**config.mk**
```make
export PLATFORM = sky130hd
export DESIGN_NAME = mult_8_bits_sequential
export DESIGN_NICKNAME = d
export VERILOG_FILES = /design/src/rtl/mult_pkg.sv /design/src/rtl/full_adder_8_bits_structure.sv /design/src/rtl/mult_8_bits_sequential.sv
export SDC_FILE = /design/constraint.sdc
export NUM_CORES = 1
export LEC_CHECK = 0
export BUFFER_PORTS_ARGS = -buffer_cell sky130_fd_sc_hd__clkbuf_2
export CAP_MARGIN = 20
export CORE_MARGIN = 2
export CORE_UTILIZATION = 58
export CTS_BUF_LIST = sky130_fd_sc_hd__clkbuf_8
export CTS_CLUSTER_DIAMETER = 30
export DETAILED_ROUTE_END_ITERATION = 16
export GPL_ROUTABILITY_DRIVEN = 0
export HOLD_SLACK_MARGIN = 0.15
export PLACE_DENSITY = 0.82
export SLEW_MARGIN = 10
export SYNTH_ARGS = -nofsm -noshare
export SYNTH_HDL_FRONTEND = slang
export SYNTH_HIERARCHICAL = 1
export SYNTH_SLANG_ARGS = --single-unit
```
**constraint.sdc**
```tcl
create_clock -name CLK -period 4.6 [get_ports CLK]
set_input_delay 0.46 -clock CLK [delete_from_list [all_inputs] [get_ports CLK]]
set_output_delay 0.46 -clock CLK [all_outputs]
set_load 0.02 [all_outputs]
```
**src/rtl/mult_pkg.sv**
```systemverilog
// Shared types and widths for the 8x8 sequential shift-and-add multiplier.
// Width is pinned at 8 by the ripple-carry adder; the product width follows.
package mult_pkg;

    localparam int MULT_WIDTH = 8;
    localparam int PROD_WIDTH = 16;
    localparam int ITER_LAST  = 7;

    typedef enum logic [1:0] {
        IDLE   = 2'd0,
        CALC   = 2'd1,
        FINISH = 2'd2
    } state_t;

endpackage

```
**src/rtl/full_adder_8_bits_structure.sv**
```systemverilog
// 8-bit ripple-carry adder with bit-scalar ports, built from per-bit sum/carry equations.
// Purely combinational: zero latency, no flow control.
module full_adder_8_bits_structure (
    input  logic a0, a1, a2, a3, a4, a5, a6, a7,
    input  logic b0, b1, b2, b3, b4, b5, b6, b7,
    input  logic cin,
    output logic s0, s1, s2, s3, s4, s5, s6, s7,
    output logic cout
);

    logic [7:0] a;
    logic [7:0] b;
    logic [7:0] s;
    logic [8:0] c;

    assign a    = {a7, a6, a5, a4, a3, a2, a1, a0};
    assign b    = {b7, b6, b5, b4, b3, b2, b1, b0};
    assign c[0] = cin;

    for (genvar i = 0; i < 8; i++) begin : g_bit
        assign s[i]   = a[i] ^ b[i] ^ c[i];
        assign c[i+1] = (a[i] & b[i]) | (c[i] & (a[i] ^ b[i]));
    end

    assign {s7, s6, s5, s4, s3, s2, s1, s0} = s;
    assign cout = c[8];

endmodule

```
**src/rtl/mult_8_bits_sequential.sv**
```systemverilog
// Sequential 8x8 unsigned shift-and-add multiplier; ZERO_BYPASS_EN short-circuits zero operands.
// Latency 9 cycles START->DONE (1 with bypass on a zero operand); one operation per 10 cycles.
// No backpressure: START is only sampled in IDLE and is dropped, not queued, while busy.
module mult_8_bits_sequential
    import mult_pkg::*;
(
    input  logic                  CLK,
    input  logic                  RST,
    input  logic                  START,
    input  logic [MULT_WIDTH-1:0] A,
    input  logic [MULT_WIDTH-1:0] B,
    output logic                  BUSY,
    output logic                  DONE,
    output logic [PROD_WIDTH-1:0] PRODUCT
);

    state_t                  state_q, state_d;
    logic [MULT_WIDTH-1:0]   m_q, m_d;
    logic [MULT_WIDTH-1:0]   acc_q, acc_d;
    logic [MULT_WIDTH-1:0]   q_q, q_d;
    logic [3:0]              cnt_q, cnt_d;
    logic                    busy_q, busy_d;
    logic                    done_q, done_d;
    logic [PROD_WIDTH-1:0]   product_q, product_d;

    logic [MULT_WIDTH-1:0]   add_b;
    logic [MULT_WIDTH-1:0]   add_sum;
    logic                    add_cout;

    assign add_b = q_q[0] ? m_q : '0;

    full_adder_8_bits_structure u_adder (
        .a0(acc_q[0]), .a1(acc_q[1]), .a2(acc_q[2]), .a3(acc_q[3]),
        .a4(acc_q[4]), .a5(acc_q[5]), .a6(acc_q[6]), .a7(acc_q[7]),
        .b0(add_b[0]), .b1(add_b[1]), .b2(add_b[2]), .b3(add_b[3]),
        .b4(add_b[4]), .b5(add_b[5]), .b6(add_b[6]), .b7(add_b[7]),
        .cin(1'b0),
        .s0(add_sum[0]), .s1(add_sum[1]), .s2(add_sum[2]), .s3(add_sum[3]),
        .s4(add_sum[4]), .s5(add_sum[5]), .s6(add_sum[6]), .s7(add_sum[7]),
        .cout(add_cout)
    );

    always_comb begin
        state_d   = state_q;
        m_d       = m_q;
        acc_d     = acc_q;
        q_d       = q_q;
        cnt_d     = cnt_q;
        product_d = product_q;
        case (state_q)
            IDLE: begin
                if (START) begin
                    m_d     = A;
                    q_d     = B;
                    acc_d   = '0;
                    cnt_d   = '0;
                    state_d = CALC;
`ifdef ZERO_BYPASS_EN
                    if (A == '0 || B == '0) begin
                        state_d   = FINISH;
                        product_d = '0;
                    end
`endif
                end
            end
            CALC: begin
                // The carry-out lands in ACC[7] via the right shift, so the carry bit never needs storing.
                acc_d = {add_cout, add_sum[MULT_WIDTH-1:1]};
                q_d   = {add_sum[0], q_q[MULT_WIDTH-1:1]};
                cnt_d = cnt_q + 4'd1;
                if (cnt_q == 4'(ITER_LAST)) begin
                    state_d   = FINISH;
                    product_d = {acc_d, q_d};
                end
            end
            FINISH:  state_d = IDLE;
            default: state_d = IDLE;
        endcase
        // Outputs are registered from the next state so they line up with the state they describe.
        busy_d = (state_d == CALC);
        done_d = (state_d == FINISH);
    end

    always_ff @(posedge CLK) begin
        if (RST) begin
            state_q   <= IDLE;
            m_q       <= '0;
            acc_q     <= '0;
            q_q       <= '0;
            cnt_q     <= '0;
            busy_q    <= 1'b0;
            done_q    <= 1'b0;
            product_q <= '0;
        end else begin
            state_q   <= state_d;
            m_q       <= m_d;
            acc_q     <= acc_d;
            q_q       <= q_d;
            cnt_q     <= cnt_d;
            busy_q    <= busy_d;
            done_q    <= done_d;
            product_q <= product_d;
        end
    end

    assign BUSY    = busy_q;
    assign DONE    = done_q;
    assign PRODUCT = product_q;

endmodule
```
Word level (Yosys, flattened, before mapping)

Index checks and enable logic that the tools add are counted.

Add/sub/neg operators: 1
Equal/unequal tests: 5
Mux-type cells: 10
Bitwise logic cells: 37
Reductions and logical operators: 5

Operator list:

| kind                  | number |
|---|---|
| $pmux W8 S2           | 2 |
| $mux W8               | 3 |
| $and A1 B1 Y1         | 15 |
| $xor A1 B1 Y1         | 15 |
| $pmux W4 S2           | 1 |
| $or A1 B1 Y1          | 7 |
| $reduce_and A2 Y1     | 3 |
| $add A4 B1 Y4 const B | 1 |
| $eq A2 B1 Y1 const B  | 2 |
| $eq A4 B3 Y1 const B  | 1 |
| $mux W2               | 2 |
| $mux W4               | 1 |
| $pmux W2 S2           | 1 |
| $eq A2 B2 Y1 const B  | 1 |
| $logic_not A2 Y1      | 1 |
| $ne A2 B2 Y1 const B  | 1 |
| $reduce_bool A2 Y1    | 1 |

Register bits after elaboration: 48
Output and inout port bits: 18
Logic and storage cells: 66

Depth between registers and ports, before layout

Depth in word-level cells: 17
Depth in mapped cells: 15
Gate-level depth less buffers: 15

Modules after synthesis

Netlist, hierarchy kept.

By module, submodules not included:

| module                      | instances | cells an instance | area an instance (um^2) |
|---|---|---|---|
| mult_8_bits_sequential      | 1         | 223               | 2,087.0 |
| full_adder_8_bits_structure | 1         | 18                | 197.7 |

Least setup slack after synthesis

No wires, ideal clock.

Path kind: register to register
Start point: register q_q[0]
End point: register product_q[14], in the netlist PRODUCT[14]
Data arrival time: 3.672 ns
Required time: 4.533 ns
Path slack: 0.861 ns
Stages on the path, launching flop included: 16
Buffers on the path: 0
Clock period less this slack: 3.739 ns
Cells stage by stage: dfxtp_1 and2_1 fa_1 inv_1 fa_1 inv_1 fa_1 fa_1 fa_1 fa_1 fa_1 inv_1 fa_1 inv_1 nand4b_1 o21ai_2

Cells in the longest elaborated chain, start to end: 15

RTL lines:

| item                       | line                              | RTL |
|---|---|---|
| start: declaration         | mult_8_bits_sequential.sv:20      | `logic [MULT_WIDTH-1:0] q_q, q_d;` |
| start signal: assignment   | mult_8_bits_sequential.sv:98      | `q_q <= q_d;` |
| $mux W8                    | mult_8_bits_sequential.sv:30      | `assign add_b = q_q[0] ? m_q : '0;` |
| named net add_b[0]         | mult_8_bits_sequential.sv:26      | `logic [MULT_WIDTH-1:0] add_b;` |
| $and A1 B1 Y1 (2 in a row) | full_adder_8_bits_structure.sv:22 | `assign c[i+1] = (a[i] & b[i]) \| (c[i] & (a[i] ^ b[i]));` |
| $or A1 B1 Y1               | full_adder_8_bits_structure.sv:22 |  |
| $and A1 B1 Y1              | full_adder_8_bits_structure.sv:22 |  |
| $or A1 B1 Y1               | full_adder_8_bits_structure.sv:22 |  |
| $and A1 B1 Y1              | full_adder_8_bits_structure.sv:22 |  |
| $or A1 B1 Y1               | full_adder_8_bits_structure.sv:22 |  |
| $and A1 B1 Y1              | full_adder_8_bits_structure.sv:22 |  |
| $or A1 B1 Y1               | full_adder_8_bits_structure.sv:22 |  |
| $and A1 B1 Y1              | full_adder_8_bits_structure.sv:22 |  |
| $or A1 B1 Y1               | full_adder_8_bits_structure.sv:22 |  |
| $and A1 B1 Y1              | full_adder_8_bits_structure.sv:22 |  |
| $or A1 B1 Y1               | full_adder_8_bits_structure.sv:22 |  |
| $xor A1 B1 Y1              | full_adder_8_bits_structure.sv:21 | `assign s[i] = a[i] ^ b[i] ^ c[i];` |
| named net add_sum[7]       | mult_8_bits_sequential.sv:27      | `logic [MULT_WIDTH-1:0] add_sum;` |
| end signal: assignment     | mult_8_bits_sequential.sv:102     | `product_q <= product_d;` |
| end: declaration           | mult_8_bits_sequential.sv:24      | `logic [PROD_WIDTH-1:0] product_q, product_d;` |

The timed path passes the listed nets, and every way through them passes these cells.
A chain may end at the register's enable or synchronous reset.

Final worst setup path

Start point: register q_q[0]
End point: register acc_q[6]

Cells in the longest elaborated chain, start to end: 16

RTL lines:

| item                       | line                              | RTL |
|---|---|---|
| $mux W8                    | mult_8_bits_sequential.sv:30      |  |
| named net add_b[0]         | mult_8_bits_sequential.sv:26      |  |
| $and A1 B1 Y1 (2 in a row) | full_adder_8_bits_structure.sv:22 |  |
| $or A1 B1 Y1               | full_adder_8_bits_structure.sv:22 |  |
| $and A1 B1 Y1              | full_adder_8_bits_structure.sv:22 |  |
| $or A1 B1 Y1               | full_adder_8_bits_structure.sv:22 |  |
| $and A1 B1 Y1              | full_adder_8_bits_structure.sv:22 |  |
| $or A1 B1 Y1               | full_adder_8_bits_structure.sv:22 |  |
| $and A1 B1 Y1              | full_adder_8_bits_structure.sv:22 |  |
| $or A1 B1 Y1               | full_adder_8_bits_structure.sv:22 |  |
| $and A1 B1 Y1              | full_adder_8_bits_structure.sv:22 |  |
| $or A1 B1 Y1               | full_adder_8_bits_structure.sv:22 |  |
| $and A1 B1 Y1              | full_adder_8_bits_structure.sv:22 |  |
| $or A1 B1 Y1               | full_adder_8_bits_structure.sv:22 |  |
| $xor A1 B1 Y1              | full_adder_8_bits_structure.sv:21 |  |
| named net add_sum[7]       | mult_8_bits_sequential.sv:27      |  |
| $pmux W8 S2                | mult_8_bits_sequential.sv:50      | `case (state_q)` |
| end signal: assignment     | mult_8_bits_sequential.sv:88      | `acc_q <= '0;` |
| end signal: assignment     | mult_8_bits_sequential.sv:97      | `acc_q <= acc_d;` |
| end: declaration           | mult_8_bits_sequential.sv:19      | `logic [MULT_WIDTH-1:0] acc_q, acc_d;` |

The timed path passes the listed nets, and every way through them passes these cells.

==> run_results.csv <==
group,metric,value,unit
setup_path,end_kind,"register",
cells_and_area,drive_above_1_share,0.244,
cells_and_area,design_area,2530,um2
detailed_routing,drc_errors,0,
setup_path,path_class,"register to register",
setup_path,worstPathArrival,4.19,ns
detailed_routing,routed-via-count,1676,
synth,syn_area_per_cell,9.48,um2
run,cap_violations,0,
status,outcome,"completed",
detailed_routing,avgViaCountPerCell,5.34,
cts,cts_setup_buffers,0,
power_and_ir_drop,ir_drop,197,uV
floorplanning,dieArea,4460,um2
setup_path,worstPathRequired,4.82,ns
synth,yosysWarnings,6,
cts,cts_buffers,5,
cells_and_area,area_growth,11.0,%
detailed_routing,drtPass1Iterations,4,
synth,synth_flop_cell,"dfxtp_1",
floorplanning,initial_core_util,0.615,
synth,ys_top_cells_by_area,"dfxtp_1 (42%), fa_1 (7.0%), nand2b_1 (6.6%)",
hold_path,hold_class,"input port to register",
floorplanning,die_y,66.8,um
floorplanning,fp-row-count,22,
synth,ys_async_sr_fraction,0,
place,numPortBuffers,36,
hold_path,hp-start,"A[5]",
detailed_routing,routed_wirelength,4220,um
sta,worst_pin_slew,1.02,ns
power_and_ir_drop,p_int,0.000622,W
floorplanning,io_pins,37,
detailed_routing,drt_iter0_markers,128,
cts,ctsHoldBuffers,0,
grt,gr-total-overflow,0,
synth,ys_seq_area_frac,0.421,
cells_and_area,num-nets-final,293,
synth,synth_edf_count,0,
detailed_routing,drtAntennaViolNets,0,
sta,setup_violations,0,
setup_path,regToRegStartpoint,"q_q[0]",
grt,antenna_found_initial,0,
setup_path,startpoint_type,"register",
synth,synth_area,2280,um2
setup_path,cpPeakStageDelay,0.39,ns
power_and_ir_drop,clkPwrFrac,0.364,
cts,clkTransAtPathRegs,0.09,ns
sta,setup_ws,0.629,ns
setup_path,cpMostUsedCell,"fa_1",
cells_and_area,post-route-util,0.682,
grt,grt_max_degree,65,
detailed_routing,avgRoutedWirePerCell,13.4,um
setup_path,path_cells,"and2_1 > fa_1 > inv_1 > fa_1 > inv_1 > fa_1 > fa_1 > fa_1 > fa_1 > fa_1 > inv_1 > fa_1 > inv_1 > a22oi_1 > nor2_1",
sta,max-slew-margin-rel,0.319,
cells_and_area,seq_area,961,um2
grt,grt_pass1_vias,1469,
sta,rsz0062_at_grt,"no",
sta,fin_crit_sh,0.863,
cts,cts_root_buf,"clkbuf_8",
sta,hold_viol,0,
grt,grt_pass1_wl,7040,um
synth,ys_seq_elements,48,
power_and_ir_drop,switchingPower,0.000184,W
sta,clock.fmax,252,MHz
synth,yosysTopAreaCell,"dfxtp_1",
synth,ys_types,31,
synth,synth_fp_nets,269,
place,placed_cell_area,2420,um2
setup_path,cp_max_fo,9,
cts,clockBufferDepth,2,
power_and_ir_drop,p_total,0.000806,W
power_and_ir_drop,pwr-share-seq,0.548,
cts,htree_levels,2,
synth,synthTopCellsByCount,"dfxtp_1 (48), nor2_1 (26), nand2b_1 (24)",
synth,netlist_instances,241,
setup_path,startpoint,"q_q[0]",
cts,cts_resized,0,
power_and_ir_drop,p_comb_frac,0.089,
cts,cts_tree,"yes",
power_and_ir_drop,p_leak,1.05,nW
cts,clock_latency,0.30,ns
power_and_ir_drop,power.density,318,nW/um2
place,dp_hpwl,2790,um
cts,clock-sinks,48,
sta,setup_tns,0,ns
grt,grt_util_all_layers,0.214,
sta,finalClockSkew,0.00955,ns
setup_path,slowest_stage,"fa_1",
synth,synth.most_common_cell,"dfxtp_1",
floorplanning,die_width,66.8,um
sta,drv_slew,0,
cells_and_area,fillCellCount,321,
place,pre_cts_ws,0.635,ns
synth,synth_top_area_frac,0.421,
cells_and_area,multi_input_area,1170,um2
cells_and_area,num_antenna_cells,0,
floorplanning,core,3720,um2
power_and_ir_drop,p_sw_frac,0.228,
sta,fin_crit,3.97,ns
==> power by group through the flow <==
stage / Combinational [W] / Clock [W] / Sequential, W
finish: 0.0000713 / 0.000293 / 0.000442
global route: 0.0000801 / 0.000316 / 0.000444
CTS: 0.0000709 / 0.000299 / 0.000441
detailed placement: 0.0000703 / 0 / 0.000451
global placement: 0.0000690 / 0 / 0.000450
floorplan: 0.0000568 / 0 / 0.000446
==> worst paths after layout <==
| check | to | slack (ns) | cells past startpoint |
|---|---|---|---|
| worst min register to register | PRODUCT[2] | 0.47 | 2 |
| worst max register to register | acc_q[6] | 0.63 | 15 |
| worst max-delay path | acc_q[6] | 0.63 | 15 |
| worst min-delay path | m_q[5] | 0.38 | 3 |
==> logic make-up (layout without fill, tap and decap cells) <==
family / Yosys count / in the layout / synth area share
flops: 48 / 48 / 0.421
buf+inv: 31 / 56 / 0.0657
other cells: 1 / 1 / 0.00164
compound gates: 40 / 40 / 0.120
simple gates: 103 / 103 / 0.277
mux: 9 / 9 / 0.0394
fa+ha+maj: 9 / 9 / 0.0756
==> per-layer routing <==
layer / global-route usage / share of wire
met1: 0.302 / 0.48
met2: 0.320 / 0.45
met3: 0.0405 / 0.057
met4: 0.0918 / 0.016
met5: 0 / 0
==> cells in the final DEF (no fill, tap or decap), types with 3 or more instances in the layout <==
cell / netlist / final
clkbuf_8: 0 / 5
a22oi_1: 9 / 9
a21oi_1: 9 / 9
mux2i_1: 9 / 9
o21ai_0: 7 / 7
fa_1: 8 / 8
and2_1: 8 / 8
nor2b_1: 3 / 3
or3b_2: 8 / 8
dfxtp_1: 48 / 48
inv_1: 10 / 11
nor3_1: 8 / 8
clkbuf_2: 0 / 36
nand4b_1: 16 / 16
nor2_1: 26 / 26
o21ai_2: 10 / 10
nand2b_1: 24 / 24
==> worst max-delay path, delay by kind of cell, from the launching register on <==
kind	cells	cell delay, ns
and+or+nand+nor	2	0.33
DFF	1	0.37
buffers and inverters	4	0.29
AOI/OAI and AO/OA	1	0.07
adders and majority gates	8	2.84
==> through the flow <==
stage | hold slack (ns) | cells
4_1_cts | 0.384 | 313
6_report | 0.385 | 314
3_5_place_dp | 0.464 | 305
5_1_grt | 0.414 | 314
3_3_place_gp | 0.460 | 305
2_1_floorplan | 0.452 | 241
==> cell type report <==
class / instances / area share
multi-input cells: 162 / 0.463
clock inverters: 3 / 0.0153
flip-flops and latches: 48 / 0.379
clock buffers: 5 / 0.0271
repair buffers: 38 / 0.0770
well taps: 48 / 0.0237
inverters: 10 / 0.0148
==> registers in the layout, indices dropped and copies added (netlist names) <==
signal	cells
acc_q	8
PRODUCT	16
m_q	8
cnt_q	4
DONE	1
BUSY	1
q_q	8
state_q	2
(Power assumes the default switching activity.)
